File: config.mk
export PLATFORM = sky130hd
export DESIGN_NAME = tl_fifo_fixer_ordered
export DESIGN_NICKNAME = d
export VERILOG_FILES = /design/src/rtl/tl_fifo_fixer_ordered.sv
export SDC_FILE = /design/constraint.sdc
export NUM_CORES = 1
export LEC_CHECK = 0
export ABC_AREA = 1
export CORE_ASPECT_RATIO = 0.7
export CORE_MARGIN = 10
export CORE_UTILIZATION = 40
export DETAILED_ROUTE_END_ITERATION = 12
export PLACE_DENSITY = 0.73
export RECOVER_POWER = 100
export SYNTH_ARGS = -nofsm -noshare
export SYNTH_HDL_FRONTEND = slang
export SYNTH_SLANG_ARGS = --single-unit
export TNS_END_PERCENT = 1
File: constraint.sdc
create_clock -name clock -period 4.4 [get_ports clock]
set_input_delay 0.44 -clock clock [delete_from_list [all_inputs] [get_ports clock]]
set_output_delay 0.44 -clock clock [all_outputs]
set_load 0.005 [all_outputs]
File: src/rtl/tl_fifo_fixer_ordered.sv
// TileLink FIFO fixer that keeps responses in order per source group: a new request is held
// while its group still has transactions in flight to a different FIFO domain.
module tl_fifo_fixer_ordered #(
  parameter int unsigned ADDR_W      = 31,
  parameter int unsigned SRC_W       = 8,
  parameter int unsigned DATA_W      = 64,
  parameter int unsigned GROUP_SHIFT = 4,
  parameter int unsigned NUM_GROUPS  = 16,
  parameter int unsigned ID_LO       = 28,
  parameter int unsigned ID_W        = 2,
  parameter int unsigned CNT_W       = 4
) (
  input  logic                clock,
  input  logic                reset,
  input  logic                auto_in_a_valid,
  output logic                auto_in_a_ready,
  input  logic [2:0]          auto_in_a_bits_opcode,
  input  logic [2:0]          auto_in_a_bits_param,
  input  logic [3:0]          auto_in_a_bits_size,
  input  logic [SRC_W-1:0]    auto_in_a_bits_source,
  input  logic [ADDR_W-1:0]   auto_in_a_bits_address,
  input  logic [DATA_W/8-1:0] auto_in_a_bits_mask,
  input  logic [DATA_W-1:0]   auto_in_a_bits_data,
  input  logic                auto_in_a_bits_corrupt,
  output logic                auto_out_a_valid,
  input  logic                auto_out_a_ready,
  output logic [2:0]          auto_out_a_bits_opcode,
  output logic [2:0]          auto_out_a_bits_param,
  output logic [3:0]          auto_out_a_bits_size,
  output logic [SRC_W-1:0]    auto_out_a_bits_source,
  output logic [ADDR_W-1:0]   auto_out_a_bits_address,
  output logic [DATA_W/8-1:0] auto_out_a_bits_mask,
  output logic [DATA_W-1:0]   auto_out_a_bits_data,
  output logic                auto_out_a_bits_corrupt,
  input  logic                auto_out_d_valid,
  output logic                auto_out_d_ready,
  input  logic [2:0]          auto_out_d_bits_opcode,
  input  logic [1:0]          auto_out_d_bits_param,
  input  logic [3:0]          auto_out_d_bits_size,
  input  logic [SRC_W-1:0]    auto_out_d_bits_source,
  input  logic                auto_out_d_bits_sink,
  input  logic                auto_out_d_bits_denied,
  input  logic [DATA_W-1:0]   auto_out_d_bits_data,
  input  logic                auto_out_d_bits_corrupt,
  output logic                auto_in_d_valid,
  input  logic                auto_in_d_ready,
  output logic [2:0]          auto_in_d_bits_opcode,
  output logic [1:0]          auto_in_d_bits_param,
  output logic [3:0]          auto_in_d_bits_size,
  output logic [SRC_W-1:0]    auto_in_d_bits_source,
  output logic                auto_in_d_bits_sink,
  output logic                auto_in_d_bits_denied,
  output logic [DATA_W-1:0]   auto_in_d_bits_data,
  output logic                auto_in_d_bits_corrupt,
  output logic                io_idle,
  output logic                io_underflow
);

  localparam int unsigned LGB = $clog2(DATA_W / 8);

  function automatic logic [7:0] beats_m1(input logic has_data, input logic [3:0] size);
    logic [7:0] r;
    r = '0;
    if (has_data && (size > 4'(LGB))) r = 8'((32'd1 << (size - 4'(LGB))) - 32'd1);
    return r;
  endfunction

  logic [7:0]       a_beat_q, a_beat_d;
  logic [7:0]       d_beat_q, d_beat_d;
  logic [CNT_W-1:0] cnt_q [NUM_GROUPS];
  logic [CNT_W-1:0] cnt_d [NUM_GROUPS];
  logic [ID_W-1:0]  dom_q [NUM_GROUPS];
  logic [ID_W-1:0]  dom_d [NUM_GROUPS];
  logic             uflow_q, uflow_d;

  logic             a_first, a_fire, d_first, d_last, d_fire, stall, a_in_range;
  logic [SRC_W-1:0] a_grp, d_grp;
  logic [ID_W-1:0]  a_dom, a_dom_sel;
  logic [CNT_W-1:0] a_cnt_sel;
  logic [7:0]       a_beats1, d_beats1;

  // Payload and D channel are pure wires.
  assign auto_out_a_bits_opcode  = auto_in_a_bits_opcode;
  assign auto_out_a_bits_param   = auto_in_a_bits_param;
  assign auto_out_a_bits_size    = auto_in_a_bits_size;
  assign auto_out_a_bits_source  = auto_in_a_bits_source;
  assign auto_out_a_bits_address = auto_in_a_bits_address;
  assign auto_out_a_bits_mask    = auto_in_a_bits_mask;
  assign auto_out_a_bits_data    = auto_in_a_bits_data;
  assign auto_out_a_bits_corrupt = auto_in_a_bits_corrupt;
  assign auto_in_d_valid         = auto_out_d_valid;
  assign auto_out_d_ready        = auto_in_d_ready;
  assign auto_in_d_bits_opcode   = auto_out_d_bits_opcode;
  assign auto_in_d_bits_param    = auto_out_d_bits_param;
  assign auto_in_d_bits_size     = auto_out_d_bits_size;
  assign auto_in_d_bits_source   = auto_out_d_bits_source;
  assign auto_in_d_bits_sink     = auto_out_d_bits_sink;
  assign auto_in_d_bits_denied   = auto_out_d_bits_denied;
  assign auto_in_d_bits_data     = auto_out_d_bits_data;
  assign auto_in_d_bits_corrupt  = auto_out_d_bits_corrupt;

  assign a_beats1   = beats_m1(~auto_in_a_bits_opcode[2], auto_in_a_bits_size);
  assign d_beats1   = beats_m1(auto_out_d_bits_opcode == 3'd1 || auto_out_d_bits_opcode == 3'd5,
                               auto_out_d_bits_size);
  assign a_first    = (a_beat_q == '0);
  assign d_first    = (d_beat_q == '0);
  assign d_last     = d_first ? (d_beats1 == '0) : (d_beat_q == 8'd1);
  assign a_grp      = auto_in_a_bits_source >> GROUP_SHIFT;
  assign d_grp      = auto_out_d_bits_source >> GROUP_SHIFT;
  assign a_dom      = auto_in_a_bits_address[ID_LO +: ID_W];
  assign a_in_range = (32'(a_grp) < NUM_GROUPS);

  always_comb begin
    a_cnt_sel = '0;
    a_dom_sel = '0;
    for (int unsigned i = 0; i < NUM_GROUPS; i++) begin
      if (32'(a_grp) == i) begin
        a_cnt_sel = cnt_q[i];
        a_dom_sel = dom_q[i];
      end
    end
  end

  // Stall depends only on registered state and A inputs, never on out_a_ready.
  assign stall = a_in_range && a_first &&
                 (((a_cnt_sel != '0) && (a_dom_sel != a_dom)) || (a_cnt_sel == '1));

  assign auto_out_a_valid = auto_in_a_valid & ~stall;
  assign auto_in_a_ready  = auto_out_a_ready & ~stall;
  assign a_fire           = auto_in_a_valid & auto_in_a_ready;
  assign d_fire           = auto_out_d_valid & auto_in_d_ready;

  always_comb begin
    a_beat_d = a_beat_q;
    d_beat_d = d_beat_q;
    if (a_fire) a_beat_d = a_first ? a_beats1 : a_beat_q - 8'd1;
    if (d_fire) d_beat_d = d_first ? d_beats1 : d_beat_q - 8'd1;
  end

  always_comb begin
    logic inc, dec;
    cnt_d   = cnt_q;
    dom_d   = dom_q;
    uflow_d = uflow_q;
    for (int unsigned i = 0; i < NUM_GROUPS; i++) begin
      inc = a_fire && a_first && (32'(a_grp) == i);
      dec = d_fire && d_last && (32'(d_grp) == i);
      if (inc) dom_d[i] = a_dom;
      if (inc && !dec && (cnt_q[i] != '1)) cnt_d[i] = cnt_q[i] + CNT_W'(1);
      if (dec && !inc) begin
        if (cnt_q[i] == '0) uflow_d = 1'b1;
        else                cnt_d[i] = cnt_q[i] - CNT_W'(1);
      end
    end
  end

  always_comb begin
    io_idle = 1'b1;
    for (int unsigned i = 0; i < NUM_GROUPS; i++) begin
      if (cnt_q[i] != '0) io_idle = 1'b0;
    end
  end

  assign io_underflow = uflow_q;

  always_ff @(posedge clock or posedge reset) begin
    if (reset) begin
      a_beat_q <= '0;
      d_beat_q <= '0;
      uflow_q  <= 1'b0;
      for (int unsigned i = 0; i < NUM_GROUPS; i++) begin
        cnt_q[i] <= '0;
        dom_q[i] <= '0;
      end
    end else begin
      a_beat_q <= a_beat_d;
      d_beat_q <= d_beat_d;
      uflow_q  <= uflow_d;
      cnt_q    <= cnt_d;
      dom_q    <= dom_d;
    end
  end

endmodule

== After elaboration in Yosys (flattened, before gate mapping) ==
Cells that the tools add are included.

* Magnitude comparators: 3
* Shifts and indexed selects: 2
* Add/subtract/negate cells: 38
* Multipliers: 0
* Divide/modulo/power cells: 0
* Bitwise operators: 6
* Eq/ne operators: 51
* Reductions and logical operators: 159
* Mux-type cells: 133

{| class="wikitable"
|+ Operators with widths
! cell !! number
|-
| 4-bit two-way mux || 64
|-
| 1-bit logical AND || 87
|-
| 4-bit == test, second input constant || 17
|-
| 4-bit nonzero test || 17
|-
| 4-bit by 1-bit adder with 4-bit output, second input constant || 16
|-
| 4-bit logical NOT || 16
|-
| 4-bit != test, second input constant || 16
|-
| 4-bit by 1-bit subtractor with 4-bit output, second input constant || 16
|-
| 1-bit two-way mux || 49
|-
| 8-bit logical NOT || 5
|-
| 4-bit by 3-bit == test with 1-bit output, second input constant || 8
|-
| 1-bit logical NOT || 32
|-
| 2-bit two-way mux || 16
|-
| 8-bit two-way mux || 4
|-
| 8-bit by 1-bit subtractor with 8-bit output, second input constant || 4
|-
| 4-bit by 2-bit == test with 1-bit output, second input constant || 4
|-
| 1-bit by 4-bit << shifter with 8-bit output, first input constant || 2
|-
| 4-bit by 1-bit == test with 1-bit output, second input constant || 2
|-
| 8-bit by 1-bit == test with 1-bit output, second input constant || 1
|-
| 4-bit by 2-bit > comparator with 1-bit output, second input constant || 2
|-
| 4-bit by 2-bit subtractor with 4-bit output, second input constant || 2
|-
| 4-bit by 5-bit less-than comparator with 1-bit output, second input constant || 1
|-
| 1-bit bitwise AND || 4
|-
| 3-bit by 1-bit == test with 1-bit output, second input constant || 1
|-
| 4 further kinds || 6
|}

* Bits in read-only memories: 0
* Latch bits: 0
* Input bits: 212
* Output and inout port bits: 212
* RAM bits: 0
* Memories kept: 0
* Register bits: 113

== Depth between registers and ports, before layout ==
Gate-level depths: netlist of run 1.

* Depth after elaboration: 59
* Depth in mapped cells: 27
* Depth with buffers taken out: 26

== Least setup slack after synthesis of run 1 ==
Ideal clock, no wire load.

* Path type: input port to flip-flop
* From: in auto_out_d_bits_size[0]
* To: reg cnt_q[48] (netlist bit)
* Arrival time: 3,033 ps
* Cell stages on the path: 21
* Data required time: 4,282 ps
* Library setup time: 118 ps
* Path slack: 1,249 ps
* Cell sequence: nand2_1 inv_1 ha_1 nor2_1 nand2_1 ha_1 a31oi_1 nand3b_1 nor2_1 nand3_1 nand2_1 inv_1 nor2_1 nand3_1 nor2_1 inv_1 nor2_1 nand2_1 nand2_1 xor2_1 inv_1

{| class="wikitable"
|+ RTL lines
! item !! RTL line !! text
|-
| start, declared || 39 || <nowiki>input logic [3:0] auto_out_d_bits_size,</nowiki>
|-
| end signal, assigned || 179 || <nowiki>cnt_q <= cnt_d;</nowiki>
|-
| end, declared || 70 || <nowiki>logic [CNT_W-1:0] cnt_q [NUM_GROUPS];</nowiki>
|}

== Final worst setup path of run 1 ==
* From: in auto_in_a_bits_source[5]
* To: out auto_out_a_valid

* Cells in the longest elaborated chain, start to end: 23
* Elaborated cells on any way between the ends: 58
* Classes of those cells: order compare: 1; eq/ne: 17; mux: 32; bitwise: 2; reduce/logical: 6

{| class="wikitable"
|+ Ends and longest elaborated chain
! item !! RTL line !! text
|-
| start, declared || 20 || <nowiki>input logic [SRC_W-1:0] auto_in_a_bits_source,</nowiki>
|-
| 8-bit logical NOT || 117 || <nowiki>if (32'(a_grp) == i) begin</nowiki>
|-
| 4-bit two-way mux or 2-bit two-way mux (tied branches) (16 in series) || 117 ||
|-
| 4-bit nonzero test or 2-bit != test (tied branches) || 126 || <nowiki>(((a_cnt_sel != '0) && (a_dom_sel != a_dom)) || (a_cnt_sel == '1));</nowiki>
|-
| 1-bit logical AND || 126 ||
|-
| 1-bit logical OR || 126 ||
|-
| 1-bit logical AND * || 125 || <nowiki>assign stall = a_in_range && a_first &&</nowiki>
|-
| 1-bit NOT * || 128 || <nowiki>assign auto_out_a_valid = auto_in_a_valid & ~stall;</nowiki>
|-
| 1-bit bitwise AND * || 128 ||
|-
| end, declared || 25 || <nowiki>output logic auto_out_a_valid,</nowiki>
|}

Every way passes the cells marked *; elsewhere a longest branch is shown, timed or not.

==> key figures, run 1 <==
Synth
  – Post-synthesis register bit count: 113
  – Avg Synthesized Cell Area: 6.46 um2
  – Mapped Nets: 1911
  – Netlist area before placement: ~0.011 mm2
  – Yosys warns: 0
  – Sequential area share after synthesis: 26.4%
  – Distinct cells, synth: 36
  – Cells after Synth: 1659

Place
  – Placed cell area: 0.0102 mm2
  – Final HPWL DP: 25.0 mm
  – Buffers on Ports: 53
  – Final GP Congestion: 0.993

Clocking
  – Buffer count from post-CTS setup fixing: 0
  – CTS root buf: clkbuf_16
  – H-Tree Depth: 4
  – Resize count post-CTS: 0
  – CTS Buffer Depth: 2
  – CTS tree: built
  – Clock slew at reported path FFs: 50 ps
  – Cts bufs inserted: 17
  – Clk sink count: between 100 and 150
  – Hold-fix buffers at CTS: 0
  – Clk Latency, worst-skew pair: about 420 ps

Power
  – Leakage: approximately 5.1 nW
  – Cell-internal power: between 2 and 2.5 mW
  – Sequential Power Share: between 30% and 40%
  – Switching Share: 35.0%
  – Comb pwr share: 26.5%
  – Sw power: 1.25 mW
  – Peak supply drop: 198 uV
  – Power Density: 336 mW/mm2
  – Clk pwr share: about 36%

Floorplan
  – # IOs: 424
  – Die area: 0.0338 mm2
  – Die height: 157 um
  – Core box area: ~0.027 mm2
  – Initial Util: between 40% and 50%
  – FP Rows: 50
  – Die W: 216 um

Detailed routing
  – Vias per cell: 5.18
  – Post-route ant nets: 0
  – Iter 0 DRT Violations: 1147
  – TritonRoute pass-1 iters: 6
  – Routed wire length: 31.8 mm
  – DRC viols: 0
  – Via count: 9859
  – Post-DR wirelength/cell: 16.7 um

Run status
  – Failing checks: capacitance limit, slew limit
  – Result of the run: finished with violations

Run
  – Max-Cap Viols: 1

GRT
  – First-pass GRT wire length: 48.8 mm
  – Vias in the first global route: 8956
  – Initial antenna violation count: 0
  – Largest net degree at the start of global routing: between 70 and 80
  – Gr usage total: 18.2%
  – Gr ovfl total: 0

Critical path
  – Critical Setup Path Class: in2out
  – Cell repeated most along the worst path: nor2_1
  – Crit start category: input port
  – Worst Path Required: around 4000 ps
  – Data arrival, critical path: 3780 ps
  – Worst path top cell family by delay: simple AND/OR/NAND/NOR gates
  – Slowest stage cell, crit path: clkdlybuf4s50_1
  – Max incr delay on CP: 510 ps
  – Max Fanout on Critical Path: 7
  – Worst Path Buf+Inv: 4
  – Worst path cell trace: clkdlybuf4s50_1 -> buf_4 -> nand2_1 -> nor2_1 -> nand2_1 -> nand4_1 -> nor2_1 -> nand4_1 -> nor2_1 -> nand3_1 -> nor2_1 -> nand3_1 -> nor2_1 -> nand2_1 -> a21oi_2 -> clkbuf_1 -> o21a_1 -> clkdlybuf4s50_1
  – Worst setup EP type: primary output

Finish
  – Most frequent cells in the layout: nand2_1 (365), inv_1 (246), nor2_1 (238)
  – Sequential cell area: 0.00283 mm2
  – Post-route cell area: around 0.011 mm2
  – Commonest non-fill, non-tap cell in the layout: nand2_1
  – Final core occ: between 40% and 50%
  – ANT cells: 0
  – Multi-input logic area: 0.00527 mm2
  – Layout area overhead: -0.491%
  – Fin nets: 1780
  – Filler cell count: 2795
  – Share of cells above drive strength 1: about 3.8%

STA
  – Relative slew margins: -117%
  – Period Utilization, post-route: a little over nine tenths
  – Max Transition Viols Final: 79
  – Clock Skews: roughly 13 ps
  – F_max: 237 MHz
  – RSZ-0062 raised after global routing: true
  – Post-route minimum period: 4220 ps
  – # setup viols final: 0
  – Slew @ Worst Pin: 3250 ps
  – Final Hold Viols: 0

Min path
  – Worst hold path type: reg2reg
-- sequential cells by signal, indices dropped and copies added, names as in the netlist --
| name | flops |
|---|---|
| io_underflow | 1 |
| cnt_q | 64 |
| dom_q | 32 |
| a_beat_q | 8 |
| d_beat_q | 8 |
-- Yosys cell counts --
master     instances  area share [%]
o21a_1             2            0.14
inv_1            243             8.5
mux2i_1            1           0.093
nand3_1          132             6.2
a22oi_1            1           0.070
nor3_1            18            0.84
o21ai_0           96             4.5
nor4_1             5            0.29
or2_2              3            0.18
o22ai_1            3            0.18
a21oi_1           34             1.6
nand3b_1           4            0.28
nand2_2            2            0.12
o2111ai_1          1           0.082
ha_1              40             4.7
nand4_4            1            0.20
xor2_1            42             3.4
nor2_2             9            0.53
o41ai_1            1           0.082
nor2_1           229             8.0
o211ai_1          12            0.84
nand4_1           26             1.5
buf_6              1            0.11
inv_2              6            0.21
clkinv_1           3            0.11
clkbuf_1          12            0.42
xnor2_1            6            0.49
dfrtp_1          113              26
nor2_4             8            0.84
a31oi_1            8            0.47
a21oi_2            1           0.082
o311ai_0           2            0.16
o21ai_1           15            0.70
buf_4            209              15
nand2_1          366              13
o31ai_1            4            0.28
-- worst paths after layout --
path                                               start                to  slack, ps  cells past startpoint
worst max-delay path            auto_in_a_bits_source[5]  auto_out_a_valid        180                     18
worst min-delay path                           dom_q[24]         dom_q[24]        490                      2
worst max register to register                 cnt_q[57]         cnt_q[23]        750                     21
worst min register to register                 dom_q[24]         dom_q[24]        490                      2
max in group asynchronous                          reset         cnt_q[35]        860                      2
min in group asynchronous                          reset         cnt_q[19]       1610                      2
-- logic make-up (layout without fill, tap and decap cells) --
logic type	count (synthesis)	after routing	share of synthesized area, %
multiplexers	1	1	0.0934
adder cells (fa/ha/maj)	40	40	4.67
flip-flops	113	113	26.4
AO/OA/AOI/OAI	180	180	9.15
AND/OR/NAND/NOR	803	803	31.8
XOR/XNOR	48	48	3.92
buffers and inverters	474	355	24.0
-- cell type report --
class	count	area share, %
multi-input combinational	1072	49.4
sequential	113	26.5
inverter	252	8.87
timing repair buffer	72	5.91
clock buffer	24	4.42
tap	364	4.27
clock inverter	7	0.563
-- routing by layer --
layer | wire length [um] | part of all wire (%) | GRT usage (%)
met4 | 382 | 1.2 | 4.08
met1 | 13300 | 42 | 23.1
met5 | 182 | 0.57 | 4.07
met3 | 5240 | 16 | 12.1
met2 | 12700 | 40 | 24.2
-- stage by stage --
stage | TNS [ps] | instances | power (mW) | hold WS [ps] | worst slack [ps]
5_1_grt | -169 | 1904 | 3.82 | 525 | -55.0
6_report | 0 | 1904 | 3.58 | 490 | 178
2_1_floorplan | 0 | 1659 | 2.15 | 453 | 973
4_1_cts | 0 | 1904 | 3.60 | 493 | 135
3_5_place_dp | 0 | 1873 | 2.31 | 480 | 23.3
3_3_place_gp | 0 | 1873 | 2.27 | 468 | 94.1
-- worst reg2reg max path: stages, from the launching register on --
cell and delay (ps):
dfrtp_1 440, nand3_1 110, nand2_1 70, nor2_1 120
nand4_1 120, nor2_1 140, nand4_1 120, nor2_1 220
nand3_1 130, nor2_1 120, nand3_1 140, nor2_1 130
nand2_1 70, a21oi_2 210, nand4_4 110, buf_4 200
nor2_1 420, nand3_1 260, o21ai_1 220, nand2_1 70
nor2_1 80, nor2_1 50
-- power groups by stage --
stage	Combinational (mW)	Sequential (mW)	Clock, mW
final	0.949	1.35	1.28
after global routing	1.09	1.38	1.35
after CTS	0.950	1.35	1.30
after detailed placement	0.944	1.36	0
after global placement	0.913	1.36	0
after floorplan	0.837	1.32	0
No activity file was read; power rests on OpenSTA's default activity.
==> run 2, diff against run 1 <==
- CAP_MARGIN: not set -> 5
==> results of run 2 <==
Same layout as run 1: the final DEF is identical, and so are final timing and power.
